<file path="config.mk">
export PLATFORM = sky130hd
export DESIGN_NAME = sprite_frame_mux
export DESIGN_NICKNAME = d
export VERILOG_FILES = /design/src/rtl/sprite_pkg.sv /design/src/rtl/sprite_anim_fsm.sv /design/src/rtl/sprite_frame_mux.sv
export SDC_FILE = /design/constraint.sdc
export NUM_CORES = 1
export LEC_CHECK = 0
export BUFFER_PORTS_ARGS = -buffer_cell sky130_fd_sc_hd__buf_4
export CORE_ASPECT_RATIO = 2
export CORE_UTILIZATION = 62
export DETAILED_ROUTE_END_ITERATION = 8
export PLACE_DENSITY = 0.82
export SETUP_SLACK_MARGIN = 0.4
export SKIP_LAST_GASP = 1
export SLEW_MARGIN = 20
export SYNTH_ARGS = -nofsm -noshare
export SYNTH_HDL_FRONTEND = slang
export SYNTH_SLANG_ARGS = --single-unit
</file>
<file path="constraint.sdc">
create_clock -name Clk -period 4.75 [get_ports Clk]
set_clock_uncertainty 0.1 [all_clocks]
set_input_delay 0.2375 -clock Clk [delete_from_list [all_inputs] [get_ports Clk]]
set_output_delay 0.2375 -clock Clk [all_outputs]
set_load 0.01 [all_outputs]
</file>
<file path="src/rtl/sprite_pkg.sv">
// Shared types and helpers for the sprite selector: animation state encoding,
// the decider code arithmetic and a parameter legality check.
package sprite_pkg;

   typedef enum logic [1:0] {
      IDLE,
      WALK,
      HIT
   } anim_state_t;

   // Frame code handed to the sprite ROM: each sprite owns NUM_FRAMES+1 slots.
   function automatic int decider_code(input int layer, input int frame, input int num_frames);
      return layer * (num_frames + 1) + frame;
   endfunction

   function automatic bit cfg_legal(input int num_sprites, input int num_frames,
                                    input int frame_period, input int hit_ticks,
                                    input int dec_w);
      return (num_sprites >= 2) && (num_frames >= 1) && (frame_period >= 1) &&
             (hit_ticks >= 1) && (num_sprites * (num_frames + 1) <= (1 << dec_w));
   endfunction

endpackage

</file>
<file path="src/rtl/sprite_anim_fsm.sv">
// Per-sprite animation sequencer: idle, walk cycle paced by frame ticks, and a
// timed hit-flash frame that can be retriggered at any cycle.
module sprite_anim_fsm
   import sprite_pkg::*;
#(
   parameter int NUM_FRAMES   = 4,
   parameter int FRAME_PERIOD = 8,
   parameter int HIT_TICKS    = 16,
   parameter int FRAME_W      = $clog2(NUM_FRAMES + 1)
) (
   input  logic               Clk,
   input  logic               Reset_n,
   input  logic               frame_tick,
   input  logic               moving,
   input  logic               hit,
   output logic [FRAME_W-1:0] frame
);

   localparam int PER_W = (FRAME_PERIOD > 1) ? $clog2(FRAME_PERIOD) : 1;
   localparam int HIT_W = $clog2(HIT_TICKS + 1);

   anim_state_t      state;
   logic [PER_W-1:0] period_cnt;
   logic [HIT_W-1:0] hit_cnt;

   // A hit pulse overrides everything, including a coincident frame tick.
   always_ff @(posedge Clk or negedge Reset_n) begin
      if (!Reset_n) begin
         state      <= IDLE;
         frame      <= '0;
         period_cnt <= '0;
         hit_cnt    <= '0;
      end else if (hit) begin
         state   <= HIT;
         frame   <= FRAME_W'(NUM_FRAMES);
         hit_cnt <= HIT_W'(HIT_TICKS);
      end else if (frame_tick) begin
         case (state)
            IDLE: begin
               frame      <= '0;
               period_cnt <= '0;
               if (moving) state <= WALK;
            end
            WALK: begin
               if (!moving) begin
                  state      <= IDLE;
                  frame      <= '0;
                  period_cnt <= '0;
               end else if (period_cnt == PER_W'(FRAME_PERIOD - 1)) begin
                  period_cnt <= '0;
                  frame      <= (frame == FRAME_W'(NUM_FRAMES - 1)) ? '0 : frame + 1'b1;
               end else begin
                  period_cnt <= period_cnt + 1'b1;
               end
            end
            HIT: begin
               if (hit_cnt <= HIT_W'(1)) begin
                  hit_cnt    <= '0;
                  state      <= moving ? WALK : IDLE;
                  frame      <= '0;
                  period_cnt <= '0;
               end else begin
                  hit_cnt <= hit_cnt - 1'b1;
               end
            end
            default: state <= IDLE;
         endcase
      end
   end

endmodule

</file>
<file path="src/rtl/sprite_frame_mux.sv">
// Per-pixel sprite selector: frame-latched sprite geometry, two-stage hit-test
// and priority pipeline, and one animation sequencer per sprite.
module sprite_frame_mux
   import sprite_pkg::*;
#(
   parameter int NUM_SPRITES  = 3,
   parameter int COORD_W      = 10,
   parameter int NUM_FRAMES   = 4,
   parameter int FRAME_PERIOD = 8,
   parameter int HIT_TICKS    = 16,
   parameter int DEC_W        = 6
) (
   input  logic                             Clk,
   input  logic                             Reset_n,
   input  logic                             frame_tick,
   input  logic [NUM_SPRITES-1:0]           sprite_en,
   input  logic [NUM_SPRITES-1:0]           sprite_moving,
   input  logic [NUM_SPRITES-1:0]           sprite_hit,
   input  logic [NUM_SPRITES*COORD_W-1:0]   sprite_x,
   input  logic [NUM_SPRITES*COORD_W-1:0]   sprite_y,
   input  logic [NUM_SPRITES*COORD_W-1:0]   sprite_size,
   input  logic [COORD_W-1:0]               DrawX,
   input  logic [COORD_W-1:0]               DrawY,
   output logic                             pix_valid,
   output logic [$clog2(NUM_SPRITES)-1:0]   layer_id,
   output logic [COORD_W-1:0]               offset_x,
   output logic [COORD_W-1:0]               offset_y,
   output logic [DEC_W-1:0]                 decider_value
);

   localparam int LAYER_W = $clog2(NUM_SPRITES);
   localparam int FRAME_W = $clog2(NUM_FRAMES + 1);
   localparam int SW      = COORD_W + 2;

   if (!cfg_legal(NUM_SPRITES, NUM_FRAMES, FRAME_PERIOD, HIT_TICKS, DEC_W)) begin : g_bad_cfg
      $error("sprite_frame_mux: illegal parameter combination");
   end

   logic               sh_en   [NUM_SPRITES];
   logic [COORD_W-1:0] sh_x    [NUM_SPRITES];
   logic [COORD_W-1:0] sh_y    [NUM_SPRITES];
   logic [COORD_W-1:0] sh_size [NUM_SPRITES];
   logic [FRAME_W-1:0] frame   [NUM_SPRITES];

   // Geometry only moves on frame boundaries so a frame is never drawn torn.
   always_ff @(posedge Clk or negedge Reset_n) begin
      if (!Reset_n) begin
         for (int i = 0; i < NUM_SPRITES; i++) begin
            sh_en[i]   <= 1'b0;
            sh_x[i]    <= '0;
            sh_y[i]    <= '0;
            sh_size[i] <= '0;
         end
      end else if (frame_tick) begin
         for (int i = 0; i < NUM_SPRITES; i++) begin
            sh_en[i]   <= sprite_en[i];
            sh_x[i]    <= sprite_x[i*COORD_W +: COORD_W];
            sh_y[i]    <= sprite_y[i*COORD_W +: COORD_W];
            sh_size[i] <= sprite_size[i*COORD_W +: COORD_W];
         end
      end
   end

   for (genvar g = 0; g < NUM_SPRITES; g++) begin : g_anim
      sprite_anim_fsm #(
         .NUM_FRAMES  (NUM_FRAMES),
         .FRAME_PERIOD(FRAME_PERIOD),
         .HIT_TICKS   (HIT_TICKS),
         .FRAME_W     (FRAME_W)
      ) u_anim (
         .Clk       (Clk),
         .Reset_n   (Reset_n),
         .frame_tick(frame_tick),
         .moving    (sprite_moving[g]),
         .hit       (sprite_hit[g]),
         .frame     (frame[g])
      );
   end

   logic               hit_c  [NUM_SPRITES];
   logic [COORD_W-1:0] offx_c [NUM_SPRITES];
   logic [COORD_W-1:0] offy_c [NUM_SPRITES];
   logic signed [SW-1:0] px, py, lo_x, hi_x, lo_y, hi_y;

   // Two extra bits keep x-size below zero and x+size past the screen exact.
   always_comb begin
      px   = $signed({2'b00, DrawX});
      py   = $signed({2'b00, DrawY});
      lo_x = '0;
      hi_x = '0;
      lo_y = '0;
      hi_y = '0;
      for (int i = 0; i < NUM_SPRITES; i++) begin
         lo_x      = $signed({2'b00, sh_x[i]}) - $signed({2'b00, sh_size[i]});
         hi_x      = $signed({2'b00, sh_x[i]}) + $signed({2'b00, sh_size[i]});
         lo_y      = $signed({2'b00, sh_y[i]}) - $signed({2'b00, sh_size[i]});
         hi_y      = $signed({2'b00, sh_y[i]}) + $signed({2'b00, sh_size[i]});
         hit_c[i]  = sh_en[i] && (lo_x <= px) && (px <= hi_x) && (lo_y <= py) && (py <= hi_y);
         offx_c[i] = DrawX - sh_x[i] + sh_size[i];
         offy_c[i] = DrawY - sh_y[i] + sh_size[i];
      end
   end

   logic               s1_hit   [NUM_SPRITES];
   logic [COORD_W-1:0] s1_offx  [NUM_SPRITES];
   logic [COORD_W-1:0] s1_offy  [NUM_SPRITES];
   logic [FRAME_W-1:0] s1_frame [NUM_SPRITES];

   always_ff @(posedge Clk or negedge Reset_n) begin
      if (!Reset_n) begin
         for (int i = 0; i < NUM_SPRITES; i++) begin
            s1_hit[i]   <= 1'b0;
            s1_offx[i]  <= '0;
            s1_offy[i]  <= '0;
            s1_frame[i] <= '0;
         end
      end else begin
         for (int i = 0; i < NUM_SPRITES; i++) begin
            s1_hit[i]   <= hit_c[i];
            s1_offx[i]  <= offx_c[i];
            s1_offy[i]  <= offy_c[i];
            s1_frame[i] <= frame[i];
         end
      end
   end

   logic               win_valid;
   logic [LAYER_W-1:0] win_layer;
   logic [COORD_W-1:0] win_offx, win_offy;
   logic [DEC_W-1:0]   win_dec;

   // Scanning from the top index down lets the lowest covering index win.
   always_comb begin
      win_valid = 1'b0;
      win_layer = '0;
      win_offx  = '0;
      win_offy  = '0;
      win_dec   = '0;
      for (int i = NUM_SPRITES - 1; i >= 0; i--) begin
         if (s1_hit[i]) begin
            win_valid = 1'b1;
            win_layer = LAYER_W'(i);
            win_offx  = s1_offx[i];
            win_offy  = s1_offy[i];
            win_dec   = DEC_W'(decider_code(i, int'(s1_frame[i]), NUM_FRAMES));
         end
      end
   end

   always_ff @(posedge Clk or negedge Reset_n) begin
      if (!Reset_n) begin
         pix_valid     <= 1'b0;
         layer_id      <= '0;
         offset_x      <= '0;
         offset_y      <= '0;
         decider_value <= '0;
      end else begin
         pix_valid     <= win_valid;
         layer_id      <= win_layer;
         offset_x      <= win_offx;
         offset_y      <= win_offy;
         decider_value <= win_dec;
      end
   end

endmodule

</file>
== Yosys cells after proc, flatten, opt, wreduce, memory -nomap -nowiden ==
Index checks and enable logic that the tools add are counted.

* Flip-flop bits (word level): 233
* Input bits: 122
* Output and inout bits: 29
* Logic and storage cells: 238

* $add $sub $neg: 35
* $lt $le $gt $ge: 15
* Equality and inequality tests: 27
* Multiplexer cells: 78
* Bitwise logic cells: 3
* Reductions and logical operators: 39

{| class="wikitable"
|+ Operators with widths
! operator !! count
|-
| 3-bit 2-to-1 mux || 24
|-
| 10-bit by 10-bit adder with 11-bit output || 6
|-
| 10-bit by 11-bit <= comparator with 1-bit output || 6
|-
| 11-bit <= comparator || 6
|-
| 10-bit by 10-bit subtractor with 11-bit output || 6
|-
| 5-bit 2-to-1 mux || 13
|-
| 10-bit adder || 6
|-
| 10-bit 2-to-1 mux || 6
|-
| 10-bit subtractor || 6
|-
| 3-bit one-hot mux with 3 select lines || 6
|-
| 2-bit 2-to-1 mux || 18
|-
| 4-bit AND reduction || 9
|-
| 3-bit by 1-bit adder with 3-bit output (second input constant) || 6
|-
| 3-bit inequality test (second input constant) || 6
|-
| 2-bit one-hot mux with 3 select lines || 3
|-
| 5-bit by 1-bit <= comparator with 1-bit output (second input constant) || 3
|-
| 5-bit by 1-bit subtractor with 5-bit output (second input constant) || 3
|-
| 1-bit logical AND || 12
|-
| 6-bit 2-to-1 mux || 2
|-
| 4-bit by 3-bit inequality test with 1-bit output (second input constant) || 3
|-
| 2-bit nonzero test || 6
|-
| 4-bit nonzero test || 3
|-
| 3-bit by 2-bit equality test with 1-bit output (second input constant) || 3
|-
| 3-bit equality test (second input constant) || 3
|-
| 11 further kinds || 32
|}

== Longest topological paths before layout ==
* Word-level depth: 7
* Mapped depth: 16
* Mapped depth without buffers: 16

== By module ==
Synthesis repeated with hierarchy kept, for this count alone.

* Cells, all modules: 2169
* Area total of the unflattened synthesis: 20195.6 um2

{| class="wikitable"
|+ By module, submodules not included
! module !! times used !! cells an instance !! area an instance (um2) !! seq. area each (um2)
|-
| sprite_frame_mux || 1 || 1959 || 17951.0 || 4829.6
|-
| sprite_anim_fsm || 3 || 70 || 748.2 || 325.3
|}

== Worst setup path before layout ==
No wires, ideal clock.

* Path kind: reg2reg
* Start point: reg sh_size[22] (netlist bit)
* End point: reg s1_hit[2] (netlist bit)
* Setup time: 0.096 ns
* Data arrival time: 3.170 ns
* Required time: 4.554 ns
* Setup slack: 1.384 ns
* Cell stages (with the launch flop): 15
* Path buffers: 0
* Period minus slack after synthesis: 3.366 ns
* Cells stage by stage: dfrtp_1 inv_1 ha_1 nor2b_1 o31a_1 o311a_1 o31a_1 a21oi_1 ha_1 a21o_1 a21oi_1 o21ai_0 or3_1 o311a_1 nor4_2

{| class="wikitable"
|+ RTL lines
! item !! line !! RTL
|-
| start, declared || sprite_frame_mux.sv:42 || <nowiki>logic [COORD_W-1:0] sh_size [NUM_SPRITES];</nowiki>
|-
| start signal, assigned by index || sprite_frame_mux.sv:59 || <nowiki>sh_size[i] <= sprite_size[i*COORD_W +: COORD_W];</nowiki>
|-
| end signal, assigned by index || sprite_frame_mux.sv:119 || <nowiki>s1_hit[i] <= hit_c[i];</nowiki>
|-
| end, declared || sprite_frame_mux.sv:104 || <nowiki>logic s1_hit [NUM_SPRITES];</nowiki>
|}

==> impl_summary.md <==
Cells and area
The finished layout holds 2,848 standard cells, fillers aside. The layout-stage area growth over the synthesis result is 16.31%. Of the cells placed in the final design, the portion with a size suffix greater than 1 is 10.65%. The total number of nets in the final design is 2,912.

Detailed routing
The violation count after the first detailed-route iteration is 1,040. The routed layout has 17,686 vias. The count of nets left with antenna violations once routing finished came out at 0. The remaining routing DRC violations is 0. For this block, the routed nets add up to 66,710 um of wire.

The post-detailed-route wirelength per cell is 23.42 um. The number of vias per cell after detailed routing is 6.210. The detailed-router iteration count before antenna repair is 5.

Floorplan
The I/O pin total is 151. The die outline area is 0.03307 mm2. The standard-cell row count is 92. The core area is 0.03166 mm2. In this run the horizontal extent of the chip is 129.1 um. The y dimension of the die is 256.2 um. The initial core utilization is 63.27%.

Clocking
The number of clock buffers added by TritonCTS is 22. For this design, the CTS-stage hold fixing added 100 buffers. Clock tree synthesis found a total of 232 sinks. Once the clock tree was built, the setup fixing pass inserted 0 buffers.

Clock latency on the worst-skew pair, taken at its later pin, is 570 ps. In this run the number of H-tree levels came out at 1. The number of gates given a new drive strength after cts is 0.

The clock-pin slew reported for the worst setup and hold paths after clock tree synthesis is 80 ps. TritonCTS built the clock tree. The root buffer cell chosen for the clock tree is sky130_fd_sc_hd__clkbuf_16. No sink is reached through more buffers than the 3 on the longest clock path.

Global routing
The largest net degree at the start of global routing is 104. Global routing consumed, on the met2 layer, 70.99% of the routing resources. The total overflow left after global routing is 0. The via count of the first global-routing pass is 18,682. The first global-routing pass estimated 101,500 um of wire. The global routing stage identified its most utilized layer as met2. For this run, global-route usage on met1 was measured as 39.14%. Global routing consumed, over all layers together, 41.84% of the routing resources. The number of antenna violations at the first check in global routing came to 4. In the global route stage, met3 resource usage came out at 10.68%.

Pwr
The sequential fraction of design power is 29.7%. The total leakage power is 0.01109 uW. Of the total power, combinational logic draws 50.1%. Power spread over the standard cell area amounts to 405.3 mW/mm2. The clock network fraction of total power is 20.2%. The overall power is 9441 uW. In this run switching power makes up 41.46% of total power.

The maximum vdd ir drop is 0.0003152 V. Summed over all nets, the switching power comes to 3914 uW. The cell internal power dissipation is 5527 uW.

STA
The final count of hold timing violations was 0. The relative max-transition margin is 38.57%. Dividing the final minimum period by the clock period gives 84.96%. Setup total negative slack on the finished layout was measured at 0 ps. Timing would allow up to 247.8 MHz.

Setup repair after global routing left no endpoint under its margin. The total count of max-transition violations in the final report is 0. The slew of the pin with the lowest slew margin is 921.4 ps. Setup violations remaining at the end of the flow were counted as 0.

The minimum clock period after layout is 4036 ps. The worst slack on hold paths is 122.6 ps.

Placement
The port buffer count is 149. Detailed placement finished with a half-perimeter wire length of 49,910 um. The routability congestion estimate is 0.9918. Counting tap cells, the placed design contains a total of 2,706 instances.

Status
The run finished with clean final reports.

Min path
The tightest min-delay check is of the primary input to register type.

Synthesis
Of the synthesized area, sequential elements account for 28.99%. Counting instances in the post-synthesis netlist gives the leading cell types as sky130_fd_sc_hd__ha_1, sky130_fd_sc_hd__inv_1, sky130_fd_sc_hd__dfrtp_1. The count of unique library cells instantiated by Yosys is 71. Counting flops and latches in the post-synthesis netlist gives 232. The share of flip-flops with an asynchronous set or reset is 100.0%.

After synthesis, the largest area contributor takes up 28.99% of total cell area. Ranked by total cell area, the synthesized netlist is headed by sky130_fd_sc_hd__dfrtp_1, sky130_fd_sc_hd__ha_1, sky130_fd_sc_hd__fa_1. The cell with the most instances after synthesis is sky130_fd_sc_hd__ha_1.

Yosys printed 0 warnings. The synthesized netlist cell count is 2,186. The number of nets handed over by synthesis was 2,691.

The predominant post-synthesis flop cell is sky130_fd_sc_hd__dfrtp_1. The synthesized area per cell is 9.162 um2. The number of synthesized flops with an enable pin is 0. The cell area after synthesis is 0.02003 mm2. The cell taking the most area after synthesis is sky130_fd_sc_hd__dfrtp_1.

Critical path
The highest fanout seen on the critical path is 7. The data required time at the worst endpoint is 5140 ps. The setup path with the least slack is of type register to register. For the worst setup path, the data arrival time is 4420 ps. The endpoint kind of the worst setup timing path is a register. The worst setup path is launched from a register.

Flow run
The count of max-cap constraint violations is 0.
worst max-delay path, cell delays in order, from the launching register on:
cell	delay [ps]
sky130_fd_sc_hd__dfrtp_1	480
sky130_fd_sc_hd__inv_1	320
sky130_fd_sc_hd__ha_1	320
sky130_fd_sc_hd__nand2b_1	150
sky130_fd_sc_hd__a21oi_1	210
sky130_fd_sc_hd__o21ai_1	120
sky130_fd_sc_hd__and3b_1	200
sky130_fd_sc_hd__xnor2_1	630
sky130_fd_sc_hd__ha_1	380
sky130_fd_sc_hd__o211ai_1	200
sky130_fd_sc_hd__a21oi_1	110
sky130_fd_sc_hd__a2111oi_0	380
sky130_fd_sc_hd__o41ai_1	200
sky130_fd_sc_hd__nor4_2	150
final timing paths:
check / from / endpoint / slack (ps) / cells past startpoint
max in group asynchronous: Reset_n / s1_offy[17] / 3120 / 3
hold / removal: DrawX[0] / s1_offx[10] / 120 / 4
hold reg to reg: g_anim[0].u_anim.frame[2] / s1_frame[8] / 310 / 0
setup / recovery: sh_size[21] / s1_hit[2] / 710 / 13
min in group asynchronous: Reset_n / g_anim[2].u_anim.hit_cnt[3] / 170 / 2
setup reg to reg: sh_size[21] / s1_hit[2] / 710 / 13
area by class of cell:
type                            instances  area, um2
Multi-Input combinational cell       1632      13010
Fill cell                            2321       8361
Sequential cell                       232       5806
Timing Repair Buffer                  261       2230
Inverter                              258      968.4
Clock buffer                           32      669.4
Tap cell                              423      529.3
Clock inverter                          8      80.08
Antenna cell                            2      5.005
power by group through the flow:
stage               clock (uW)  sequential (uW)  combinational, uW
floorplan                    0             2720               3160
global placement             0             2800               4360
detailed placement           0             2820               4500
CTS                       1900             2790               4610
global route              1980             2840               5210
finish                    1900             2800               4730
cells by family (layout without fill, tap and decap cells):
kind of cell    count (synthesis)  in the layout  share of synthesized area, %
simple gates                  564            564                         13.84
compound gates                497            497                         15.83
fa+ha+maj                     383            383                         26.40
buf+inv                       322            559                         6.079
flops                         232            232                         28.99
xor+xnor                      131            131                         5.729
mux                            56             56                         3.117
other cells                     1              3                       0.01872
per-stage QoR:
step | setup slack, ps | area [um2] | util (%)
after floorplan | 1384 | 20030 | -
after global placement | 936.0 | 21540 | 68.04
after detailed placement | 834.8 | 21540 | 68.04
after CTS | 811.2 | 23290 | 73.57
after global routing | 503.7 | 23290 | 73.58
final | 714.4 | 23290 | 73.59
sequential cells by signal (all words and copies together), names as in the netlist, 9 cells and up:
register and cells:
g_anim.u_anim.frame 9, g_anim.u_anim.hit_cnt 15, g_anim.u_anim.period_cnt 9, offset_x 10, offset_y 10, s1_frame 9, s1_offx 30, s1_offy 30
sh_size 30, sh_x 30, sh_y 30
cell usage in the layout (no fill, tap or decap), types with 7 or more instances in the layout:
master / instances
sky130_fd_sc_hd__o31ai_1: 11
sky130_fd_sc_hd__a22oi_1: 22
sky130_fd_sc_hd__clkbuf_16: 23
sky130_fd_sc_hd__o21ai_1: 44
sky130_fd_sc_hd__o31a_1: 10
sky130_fd_sc_hd__buf_4: 159
sky130_fd_sc_hd__xor2_1: 22
sky130_fd_sc_hd__nor2_1: 138
sky130_fd_sc_hd__a31oi_1: 13
sky130_fd_sc_hd__dlygate4sd3_1: 100
sky130_fd_sc_hd__a21boi_1: 8
sky130_fd_sc_hd__inv_1: 257
sky130_fd_sc_hd__a311oi_1: 7
sky130_fd_sc_hd__o21ai_0: 110
sky130_fd_sc_hd__o21a_1: 24
sky130_fd_sc_hd__nand3b_1: 13
sky130_fd_sc_hd__o21bai_1: 12
sky130_fd_sc_hd__nand2b_1: 27
sky130_fd_sc_hd__nor2b_1: 53
sky130_fd_sc_hd__nor3_1: 66
sky130_fd_sc_hd__a21o_1: 31
sky130_fd_sc_hd__a211oi_1: 16
sky130_fd_sc_hd__dfrtp_1: 232
sky130_fd_sc_hd__xnor2_1: 109
sky130_fd_sc_hd__fa_1: 66
sky130_fd_sc_hd__a211o_1: 8
sky130_fd_sc_hd__mux2_2: 49
sky130_fd_sc_hd__or3_1: 19
sky130_fd_sc_hd__nand4_1: 17
sky130_fd_sc_hd__nand3_1: 31
sky130_fd_sc_hd__o211ai_1: 17
sky130_fd_sc_hd__a21oi_1: 111
sky130_fd_sc_hd__nand2_1: 143
sky130_fd_sc_hd__ha_1: 317
sky130_fd_sc_hd__nor4_1: 22
routing by layer:
metal	up-vias	share of wire [%]
met3	389	7.1
met5	-	0.034
met4	4	12
li1	8000	-
met2	812	49
met1	8481	31
Note: power is estimated with default switching activity, not from simulation.
